**src/rtl/wallace_tree_reduction_6bit_core_if.sv**
```systemverilog
// Operand/result bundle for the 6x6 Wallace-tree multiplier core.
// The master drives operands; the slave (the core) returns sum, carry and result.
interface wallace_tree_reduction_6bit_core_if;
    logic [5:0]  A;
    logic [5:0]  B;
    logic        CIN;
    logic [15:0] sum;
    logic        carry;
    logic [16:0] result;

    modport master (
        output A, B, CIN,
        input  sum, carry, result
    );

    modport slave (
        input  A, B, CIN,
        output sum, carry, result
    );
endinterface

```
**src/rtl/wallace_tree_reduction_6bit_core.sv**
```systemverilog
// 3-stage pipelined 6x6 unsigned multiplier with carry-in: operand register,
// Wallace-tree reduction to two rows, then a 16-bit carry-propagate adder.
module wallace_tree_reduction_6bit_core (
    input  logic                               clk,
    input  logic                               rst_n,
    wallace_tree_reduction_6bit_core_if.slave  bus
);

    typedef logic [15:0][7:0] col_t;
    typedef logic [15:0][3:0] hgt_t;

    function automatic logic bit_at(input logic [7:0] v, input int k);
        logic [7:0] t;
        t = v >> k;
        return t[0];
    endfunction

    // One Wallace level: each column is consumed in groups of three (full
    // adder), a leftover pair goes to a half adder and a single bit passes.
    // Sums stay in their column, carries are appended to the next column.
    function automatic void reduce_level(
        input  col_t m,
        input  hgt_t h,
        output col_t mo,
        output hgt_t ho
    );
        int   cnt [16];
        int   n;
        int   k;
        logic x;
        logic y;
        logic z;
        logic s;
        logic co;
        mo = '0;
        ho = '0;
        for (int c = 0; c < 16; c++) cnt[c] = 0;
        for (int c = 0; c < 16; c++) begin
            n = int'(h[c]);
            k = 0;
            for (int f = 0; f < 3; f++) begin
                if (n - k >= 3) begin
                    x  = bit_at(m[c], k);
                    y  = bit_at(m[c], k + 1);
                    z  = bit_at(m[c], k + 2);
                    s  = x ^ y ^ z;
                    co = (x & y) | (x & z) | (y & z);
                    mo[c] = mo[c] | (8'(s) << cnt[c]);
                    cnt[c] = cnt[c] + 1;
                    if (c < 15) begin
                        mo[c + 1] = mo[c + 1] | (8'(co) << cnt[c + 1]);
                        cnt[c + 1] = cnt[c + 1] + 1;
                    end
                    k = k + 3;
                end
            end
            if (n - k == 2) begin
                x  = bit_at(m[c], k);
                y  = bit_at(m[c], k + 1);
                s  = x ^ y;
                co = x & y;
                mo[c] = mo[c] | (8'(s) << cnt[c]);
                cnt[c] = cnt[c] + 1;
                if (c < 15) begin
                    mo[c + 1] = mo[c + 1] | (8'(co) << cnt[c + 1]);
                    cnt[c + 1] = cnt[c + 1] + 1;
                end
            end else if (n - k == 1) begin
                x = bit_at(m[c], k);
                mo[c] = mo[c] | (8'(x) << cnt[c]);
                cnt[c] = cnt[c] + 1;
            end
        end
        for (int c = 0; c < 16; c++) ho[c] = 4'(cnt[c]);
    endfunction

    // Partial products and three reduction levels: heights 6 -> 4 -> 3 -> 2.
    function automatic void wallace_rows(
        input  logic [5:0]  a,
        input  logic [5:0]  b,
        output logic [15:0] s_row,
        output logic [15:0] c_row
    );
        col_t m0;
        col_t m1;
        col_t m2;
        col_t m3;
        hgt_t h0;
        hgt_t h1;
        hgt_t h2;
        hgt_t h3;
        int   cnt [16];
        m0 = '0;
        h0 = '0;
        for (int w = 0; w < 16; w++) cnt[w] = 0;
        for (int i = 0; i < 6; i++) begin
            for (int j = 0; j < 6; j++) begin
                m0[i + j] = m0[i + j] | (8'(a[j] & b[i]) << cnt[i + j]);
                cnt[i + j] = cnt[i + j] + 1;
            end
        end
        for (int w = 0; w < 16; w++) h0[w] = 4'(cnt[w]);
        reduce_level(m0, h0, m1, h1);
        reduce_level(m1, h1, m2, h2);
        reduce_level(m2, h2, m3, h3);
        s_row = '0;
        c_row = '0;
        for (int w = 0; w < 16; w++) begin
            s_row[w] = bit_at(m3[w], 0) & (h3[w] > 4'd0);
            c_row[w] = bit_at(m3[w], 1) & (h3[w] > 4'd1);
        end
    endfunction

    logic [5:0]  a_p0;
    logic [5:0]  b_p0;
    logic        cin_p0;
    logic [15:0] s_row;
    logic [15:0] c_row;
    logic [15:0] s_p1;
    logic [15:0] c_p1;
    logic        cin_p1;
    logic [16:0] cpa;
    logic [15:0] sum_p2;
    logic        carry_p2;

    // Stage 1: operand capture
    always_ff @(posedge clk or negedge rst_n) begin
        if (!rst_n) begin
            a_p0   <= '0;
            b_p0   <= '0;
            cin_p0 <= 1'b0;
        end else begin
            a_p0   <= bus.A;
            b_p0   <= bus.B;
            cin_p0 <= bus.CIN;
        end
    end

    always_comb begin
        s_row = '0;
        c_row = '0;
        wallace_rows(a_p0, b_p0, s_row, c_row);
    end

    // Stage 2: reduced rows and delayed carry-in
    always_ff @(posedge clk or negedge rst_n) begin
        if (!rst_n) begin
            s_p1   <= '0;
            c_p1   <= '0;
            cin_p1 <= 1'b0;
        end else begin
            s_p1   <= s_row;
            c_p1   <= c_row;
            cin_p1 <= cin_p0;
        end
    end

    assign cpa = 17'(s_p1) + 17'(c_p1) + 17'(cin_p1);

    // Stage 3: final carry-propagate sum
    always_ff @(posedge clk or negedge rst_n) begin
        if (!rst_n) begin
            sum_p2   <= '0;
            carry_p2 <= 1'b0;
        end else begin
            sum_p2   <= cpa[15:0];
            carry_p2 <= cpa[16];
        end
    end

    assign bus.sum    = sum_p2;
    assign bus.carry  = carry_p2;
    assign bus.result = {carry_p2, sum_p2};

endmodule

```
**src/flat_wrapper.sv**
```systemverilog
// flat-port wrapper written by rule: the top's interface ports become plain ports
module wallace_tree_reduction_6bit_core_flat 
  (clk, rst_n, bus_A, bus_B, bus_CIN, bus_sum, bus_carry, bus_result);
  wallace_tree_reduction_6bit_core_if bus_i ();
  input  logic clk;
  input  logic rst_n;
  input wire logic [$bits(bus_i.A)-1:0] bus_A;
  input wire logic [$bits(bus_i.B)-1:0] bus_B;
  input wire logic [$bits(bus_i.CIN)-1:0] bus_CIN;
  output wire logic [$bits(bus_i.sum)-1:0] bus_sum;
  output wire logic [$bits(bus_i.carry)-1:0] bus_carry;
  output wire logic [$bits(bus_i.result)-1:0] bus_result;
  assign bus_i.A = bus_A;
  assign bus_i.B = bus_B;
  assign bus_i.CIN = bus_CIN;
  assign bus_sum = bus_i.sum;
  assign bus_carry = bus_i.carry;
  assign bus_result = bus_i.result;
  wallace_tree_reduction_6bit_core u_core (.clk(clk), .rst_n(rst_n), .bus(bus_i));
endmodule
```
**config.mk**
```make
export PLATFORM = sky130hd
export DESIGN_NAME = wallace_tree_reduction_6bit_core_flat
export DESIGN_NICKNAME = d
export VERILOG_FILES = /design/src/rtl/wallace_tree_reduction_6bit_core_if.sv /design/src/rtl/wallace_tree_reduction_6bit_core.sv /design/src/flat_wrapper.sv
export SDC_FILE = /design/constraint.sdc
export NUM_CORES = 1
export LEC_CHECK = 0
export CAP_MARGIN = 20
export CORE_MARGIN = 1.5
export CORE_UTILIZATION = 45
export CTS_BUF_LIST = sky130_fd_sc_hd__clkbuf_4
export DETAILED_ROUTE_END_ITERATION = 8
export PLACE_DENSITY = 0.78
export SYNTH_ARGS = -nofsm -noshare
export SYNTH_HDL_FRONTEND = slang
export SYNTH_SLANG_ARGS = --single-unit
```
**constraint.sdc**
```tcl
create_clock -name clk -period 2.7 [get_ports clk]
set_input_delay 0.54 -clock clk [delete_from_list [all_inputs] [get_ports clk]]
set_output_delay 0.54 -clock clk [all_outputs]
set_load 0.01 [all_outputs]
```
## Word-level counts from Yosys, hierarchy flattened

Cells that the tools add are included.

- Output and inout port bits: 34
- Flip-flop bits (word level): 51

- Add/sub/neg operators: 2
- Bitwise gates (word level): 235

Operator list:

| kind | number |
|---|---|
| AND 1 bit | 97 |
| OR 1 x 2 -> 2 bit | 25 |
| XOR 1 bit | 45 |
| OR 5 bit | 8 |
| OR 4 bit | 9 |
| OR 1 bit | 32 |
| OR 6 bit | 5 |
| OR 3 bit | 9 |
| adder 13 x 1 -> 14 bit | 1 |
| adder 12 x 12 -> 13 bit | 1 |
| OR 4 x 3 -> 4 bit | 3 |
| OR 2 bit | 2 |

## Logic depth before layout (Yosys ltp)

Gate-level depths: netlist of the first run.

- Word-level depth: 21
- Depth in mapped cells: 7
- Mapped depth without buffers: 7

## Worst setup path before layout of the first run

Ideal clock, no wire load.

- Kind: reg2reg
- Start point: reg u_core.b_p0[1]
- End point: reg u_core.c_p1[6]
- Path buffers: 0
- Clock period less this slack: 2.200 ns
- Arrival time: 2.064 ns
- Path slack: 0.500 ns
- Library setup time: 0.135 ns
- Cell stages (with the launch flop): 7
- Required time: 2.565 ns
- Cell sequence: dfrtp_1 -> and2_1 -> fa_1 -> inv_1 -> fa_1 -> inv_1 -> fa_1

- Cells in the longest elaborated chain, start to end: 19

Ends and longest elaborated chain:

| element | line | text |
|---|---|---|
| start, declared | wallace_tree_reduction_6bit_core.sv:115 | `logic [5:0] b_p0;` |
| start signal, assigned | wallace_tree_reduction_6bit_core.sv:134 | `b_p0 <= bus.B;` |
| AND 1 bit | wallace_tree_reduction_6bit_core.sv:98 | `m0[i + j] = m0[i + j] \| (8'(a[j] & b[i]) << cnt[i + j]);` |
| OR 5 bit / OR 6 bit (equally long branches) (4 in series) | wallace_tree_reduction_6bit_core.sv:98 |  |
| AND 1 bit / OR 6 bit (equally long branches) | wallace_tree_reduction_6bit_core.sv:47, wallace_tree_reduction_6bit_core.sv:98 |  |
| OR 1 bit / AND 1 bit (equally long branches) | wallace_tree_reduction_6bit_core.sv:47 | `co = (x & y) \| (x & z) \| (y & z);` |
| OR 1 bit | wallace_tree_reduction_6bit_core.sv:47 |  |
| OR 1 x 2 -> 2 bit / OR 1 bit (equally long branches) | wallace_tree_reduction_6bit_core.sv:65, wallace_tree_reduction_6bit_core.sv:47 |  |
| OR 4 x 3 -> 4 bit / OR 1 x 2 -> 2 bit (equally long branches) | wallace_tree_reduction_6bit_core.sv:48, wallace_tree_reduction_6bit_core.sv:51 |  |
| OR 4 bit / OR 4 x 3 -> 4 bit (equally long branches) | wallace_tree_reduction_6bit_core.sv:48 | `mo[c] = mo[c] \| (8'(s) << cnt[c]);` |
| AND 1 bit / OR 4 bit (equally long branches) | wallace_tree_reduction_6bit_core.sv:47, wallace_tree_reduction_6bit_core.sv:62 |  |
| OR 1 bit / XOR 1 bit (equally long branches) (2 in series) | wallace_tree_reduction_6bit_core.sv:47, wallace_tree_reduction_6bit_core.sv:46 |  |
| OR 1 x 2 -> 2 bit * | wallace_tree_reduction_6bit_core.sv:48 |  |
| OR 3 bit * | wallace_tree_reduction_6bit_core.sv:70 | `mo[c] = mo[c] \| (8'(x) << cnt[c]);` |
| XOR 1 bit * (2 in series) | wallace_tree_reduction_6bit_core.sv:46 | `s = x ^ y ^ z;` |
| OR 1 x 2 -> 2 bit * | wallace_tree_reduction_6bit_core.sv:48 |  |
| named net u_core.c_row[6] | wallace_tree_reduction_6bit_core.sv:118 | `logic [15:0] c_row;` |
| end signal, assigned | wallace_tree_reduction_6bit_core.sv:153 | `c_p1 <= c_row;` |
| end, declared | wallace_tree_reduction_6bit_core.sv:120 | `logic [15:0] c_p1;` |

Mark *: on every way through the listed nets, which the timed path passes. The rest lies on a longest branch.

## Worst setup path in the final report of the first run

- Start point: reg u_core.b_p0[2]
- End point: reg u_core.c_p1[7]

- Cells in the longest elaborated chain, start to end: 19

Ends and longest elaborated chain:

| element | line | text |
|---|---|---|
| AND 1 bit | wallace_tree_reduction_6bit_core.sv:98 |  |
| OR 6 bit (4 in series) | wallace_tree_reduction_6bit_core.sv:98 |  |
| AND 1 bit | wallace_tree_reduction_6bit_core.sv:47 |  |
| OR 1 bit (2 in series) | wallace_tree_reduction_6bit_core.sv:47 |  |
| OR 1 x 2 -> 2 bit | wallace_tree_reduction_6bit_core.sv:51 | `mo[c + 1] = mo[c + 1] \| (8'(co) << cnt[c + 1]);` |
| OR 4 x 3 -> 4 bit | wallace_tree_reduction_6bit_core.sv:48 |  |
| OR 4 bit | wallace_tree_reduction_6bit_core.sv:62 | `mo[c] = mo[c] \| (8'(s) << cnt[c]);` |
| AND 1 bit | wallace_tree_reduction_6bit_core.sv:47 |  |
| OR 1 bit (2 in series) | wallace_tree_reduction_6bit_core.sv:47 |  |
| OR 1 x 2 -> 2 bit * | wallace_tree_reduction_6bit_core.sv:48 |  |
| OR 3 bit * | wallace_tree_reduction_6bit_core.sv:70 |  |
| XOR 1 bit * (2 in series) | wallace_tree_reduction_6bit_core.sv:46 |  |
| OR 1 x 2 -> 2 bit * | wallace_tree_reduction_6bit_core.sv:48 |  |
| named net u_core.c_row[7] | wallace_tree_reduction_6bit_core.sv:118 |  |

Marked as above.

==> results of run 1 <==
==> cell usage in the layout, fill, tap and decap left out, drive strengths merged, types with 5 or more instances in the layout <==
cell / synthesis / routed
fa: 16 / 16
conb: 1 / 8
inv: 16 / 16
clkbuf: 0 / 5
clkdlybuf4s50: 0 / 39
nand2: 11 / 11
ha: 23 / 23
xnor2: 6 / 6
dfrtp: 47 / 47
a21oi: 7 / 7
and2: 27 / 27
==> per-stage QoR <==
step / hold slack, ps / util [%] / area [um2]
after floorplan: 244 / - / 2540
final: 368 / 54.7 / 2980
after CTS: 341 / 54.2 / 2950
after detailed placement: 342 / 52.7 / 2860
after global placement: 335 / 52.7 / 2860
after global routing: 386 / 54.7 / 2980
==> cells by family (layout without fill, tap and decap cells) <==
| kind of cell | count (synthesis) | count (layout) |
|---|---|---|
| other cells | 1 | 8 |
| fa+ha+maj | 39 | 39 |
| compound gates | 17 | 17 |
| buf+inv | 37 | 66 |
| xor+xnor | 10 | 10 |
| flops | 47 | 47 |
| simple gates | 50 | 50 |
==> layout make-up <==
class / instances / share of cell area (%)
Clock inverter: 3 / 1.47
Tap cell: 72 / 3.03
Timing Repair Buffer: 42 / 14.3
Clock buffer: 5 / 1.26
Inverter: 16 / 2.02
Sequential cell: 47 / 39.5
Multi-Input combinational cell: 124 / 38.4
==> how the worst max path moves through the flow <==
stage / from / to / slack, ps
global route: u_core.b_p0[2]$_DFF_PN0_ / u_core.c_p1[7]$_DFF_PN0_ / 310
finish: u_core.b_p0[2]$_DFF_PN0_ / u_core.c_p1[7]$_DFF_PN0_ / 400
detailed placement: u_core.b_p0[2]$_DFF_PN0_ / u_core.c_p1[7]$_DFF_PN0_ / 410
CTS: u_core.b_p0[2]$_DFF_PN0_ / u_core.c_p1[7]$_DFF_PN0_ / 400
global placement: u_core.b_p0[1]$_DFF_PN0_ / u_core.c_p1[6]$_DFF_PN0_ / 480
floorplan: u_core.b_p0[1]$_DFF_PN0_ / u_core.c_p1[6]$_DFF_PN0_ / 500
==> state kept, by name, indices dropped and copies added (netlist names) <==
name            flops
u_core.c_p1         8
u_core.cin_p1       1
u_core.cin_p0       1
u_core.a_p0         6
u_core.bus.sum     13
u_core.b_p0         6
u_core.s_p1        12
==> routing by layer <==
metal / GRT usage (%) / part of all wire [%]
met1: 14.3 / 41
met2: 23.9 / 53
met4: 5.45 / 1.9
met3: 3.88 / 4.1
met5: 0 / 0
==> where the power goes <==
part / internal, mW / switching, mW
Sequential: 0.834 / 0.0684
Clock: 0.195 / 0.216
Combinational: 0.411 / 0.331
Total: 1.44 / 0.616
==> cell usage after synthesis (all sizes together) (2+ instances only) <==
cell and number:
a21oi 7, inv 16, and2 27, ha 23, a21o 2, xnor2 6, fa 16, nand2 11
nor2 3, xor2 4, buf 21, and3 3, o31ai 2, nand3 4, dfrtp 47
==> critical path: stages (launching register included) <==
cell and delay (ps):
dfrtp_1 440, and2_1 190, fa_1 530, inv_1 50, fa_1 470, inv_1 50
fa_1 460
==> what timing repair did <==
item,4_1_cts,5_1_grt
hold buffers,0,1
hold endpoints to repair,0,6
buffers inserted,0,0
==> results.ini, run 1 <==
[synthesis]
ys_types=26
synth-xor-area-share_pct=3.49
yosysWarnings=0
synth_fa_ha_area_share_pct=24.2
synth_ff_type=dfrtp_1
synth-compound-area-share_pct=5.68
avgSynthCellArea_um2=12.5
yosysTopAreaCell=dfrtp_1
ys_seq_area_share_pct=46.9
synth_top_family_by_area=adder cells
synth_mux_area_share_pct=0
synthArstFlopShare_pct=100
synth-simple-area-share_pct=10.9
synth.area.top_cells=dfrtp_1 (47%), fa_1 (13%), ha_1 (11%)
yosys.area.top_type_share_pct=46.9
syn_area_um2=2510
syn_inst=201
synth_seq_cells=47
synth_edf_count=0

[place]
gp_congestion=0.951
port-buffer-count=40
dp_hpwl_um=2800
place_inst=299
pre_cts_ws_ps=414

[timing]
period_share_pct=85.0
setup-tns-final_ps=0
fin_worst_skew_ps=13.7
rsz0062_at_grt=no
period_needed_ps=2300
setup_slack_ps=405
finalHoldViolCount=0
slew_violations=0
setup_viol=0
fmax_mhz=436

[flow_run]
cap_viol_max_count=0

[critical_path]
r2r_end=u_core.c_p1[7]$_DFF_PN0_
critPathRequiredTime_ps=2950
critPathCaptureType=register
ff2ff_setup_slack_ps=400
cp-start-kind=register
reg2reg_depth=6
path_max_fanout=6
r2r_start=u_core.b_p0[2]$_DFF_PN0_
path_class=register to register
cp.arrival_ps=2540

[detailed_routing]
drtIter0Drc=49
vias=1405
drt-wirelength-per-cell_um=11.2
drt-pass1-iter-count=4
viasPerCell=4.55
drt-total-wl_um=3470
drc=0
ant_nets=0

[floorplanning]
die_w_um=77.7
core_um2=5440
die_y_um=77.7
ios=49
die_area_um2=6030
initial_core_util_pct=46.1
rows=27

[cells_and_area]
fillers=464
num_antenna_cells=0
multiInputGateArea_um2=1140
seq_area_um2=1180
drive_gt1_share_pct=6.75
fin_nets=290
area_growth_pct=18.5
finalNonFillerCells=309

[clock_tree]
clockRootBuffer=clkbuf_4
ctsResizeCount=0
cts_max_level=2
path_clk_slew_ps=140
clockBufferDepth=2
clock_latency_ps=360
cts_tree=built
cts_made_buffers=5
cts_sinks=47

[global_route]
grt_use_total_pct=13.2
grt_first_pass_wirelength_um=6110
gr-total-overflow=0
first_global_vias=1412
antenna_found_initial=0
grt_max_degree=48

[min_path]
holdPathEnd=u_core.cin_p1$_DFF_PN0_
hold_depth=0
min_from=u_core.cin_p0$_DFF_PN0_
hold_path_class=register to register

[run_status]
status=complete, no violations

[power_and_ir_drop]
irDropWorstVdd_uv=372
powerDensity_nw_per_um2=691
p_leak_nw=1.46
power.total_mw=2.06

No activity file was read; power rests on OpenSTA's default activity.
==> inputs of run 2 (changes only) <==
- CORE_UTILIZATION: 45 -> 40
- PLACE_DENSITY: 0.78 -> 0.71
==> run 2 against run 1 <==
  * First-iteration DRC count fell by 45%
  * Final area is 1.4% lower
  * Flip-flop and latch count did not move
  * Clock-buffer cell count did not move
  * Routed wire length decreased by 4.7%
  * Clock skew down 6.1 ps
  * Power fell by 6.0%
  * Critical endpoint is now u_core.c_p1[6]$_DFF_PN0_
==> results.ini, run 2 (synthesis results as in run 1) <==
[run_status]
status=complete, no violations

[critical_path]
path_max_fanout=6
cp.arrival_ps=2540
timing.critical_path.mode_cell=fa_1
path_class=register to register
reg2reg_depth=6
critPathCaptureType=register
critPathRequiredTime_ps=2940
cp_slowest_stage_delay_ps=550
cp-start-kind=register
path_cells=and2_1 > fa_1 > inv_1 > fa_1 > inv_1 > fa_1
timing.critical_path.slowest_stage_cell=fa_1

[clock_tree]
ctsResizeCount=0
cts_sinks=47
clockRootBuffer=clkbuf_4
cts_made_buffers=5
path_clk_slew_ps=120
cts_tree=built
clockBufferDepth=2
cts_max_level=2
post_cts_buffers=0
clock_latency_ps=350
hold_buffers=0

[floorplanning]
initial_core_util_pct=41.9
die_area_um2=6760
ios=49
die_w_um=82.2
die_y_um=82.2
rows=28
core_um2=5990

[cells_and_area]
area_growth_pct=16.9
fin_util_pct=49.0
fin_nets=289
largest_reg_flops=13
drive_gt1_share_pct=5.96
final_cell_mix=dfrtp_1 (47), clkdlybuf4s50_1 (39), and2_1 (27), ha_1 (23)
layout_commonest_cell=dfrtp_1
num_antenna_cells=0
fillers=529

[global_route]
antenna_found_initial=0
grt_use_total_pct=12.1
grt_first_pass_wirelength_um=6110
first_global_vias=1412
grt_max_degree=48
gr-total-overflow=0

[timing]
setup_viol=0
period_share_pct=85.2
rsz0062_at_grt=no
fin_worst_skew_ps=7.52
setup-tns-final_ps=0
finalHoldViolCount=0
period_needed_ps=2300
slew_violations=0
setup_slack_ps=400
fmax_mhz=435

[place]
port-buffer-count=40
gp_congestion=0.774
dp_hpwl_um=2610
pre_cts_ws_ps=402

[detailed_routing]
drt-pass1-iter-count=4
drt-total-wl_um=3310
drtIter0Drc=27
vias=1413
drt-wirelength-per-cell_um=10.7
drc=0
ant_nets=0
viasPerCell=4.56

[power_and_ir_drop]
irDropWorstVdd_uv=341
p_leak_nw=1.44
powerDensity_nw_per_um2=658

[flow_run]
cap_viol_max_count=0

[min_path]
hold_path_class=primary input to asynchronous set/reset pin

## run 2: report_power, final
group          internal [mW]  switching [mW]
clock network         0.0926           0.200
registers              0.834          0.0658
logic                  0.409           0.329
total                   1.34           0.595
## run 2: critical path, delay by kind of cell (launching register included)
family        cells  cell delay [ps]
fa+ha+maj         3             1460
flops             1              440
simple gates      1              200
buf+inv           2              100
## run 2: through the flow
step | cell area (um2) | hold WS [ps] | std cells | power [mW]
final | 2930 | 57.0 | 310 | 1.93
after global routing | 2930 | 37.5 | 310 | 2.11
after CTS | 2910 | 363 | 309 | 1.96
after detailed placement | 2870 | 336 | 302 | 1.66
after global placement | 2870 | 334 | 302 | 1.65
after floorplan | 2540 | 244 | 208 | 1.40
## run 2: metal layers
metal | part of all wire (%) | global-route usage [%] | up-vias
met5 | 0 | 0 | -
met4 | 2.3 | 5.25 | 0
met3 | 5.3 | 3.63 | 7
met2 | 48 | 20.6 | 44
met1 | 44 | 14.0 | 674
li1 | - | - | 688
## run 2: area by class of cell
type,instances,area [um2],area share [%]
clock buffers,5,37.5,1.28
clock inverters,2,8.76,0.299
inverters,16,60.1,2.05
multi-input cells,124,1140,38.9
flip-flops and latches,47,1180,40.1
well taps,75,93.8,3.20
repair buffers,41,415,14.2
## run 2: final timing paths
kind / slack (ps) / to / start
worst max-delay path: 400 / u_core.c_p1[6]$_DFF_PN0_ / u_core.b_p0[1]$_DFF_PN0_
worst min-delay path: 60 / u_core.b_p0[0]$_DFF_PN0_ / rst_n
worst max register to register: 400 / u_core.c_p1[6]$_DFF_PN0_ / u_core.b_p0[1]$_DFF_PN0_
worst min register to register: 360 / u_core.cin_p1$_DFF_PN0_ / u_core.cin_p0$_DFF_PN0_
max in group asynchronous: 2180 / u_core.bus.sum[1]$_DFF_PN0_ / rst_n
min in group clk: 360 / u_core.cin_p1$_DFF_PN0_ / u_core.cin_p0$_DFF_PN0_
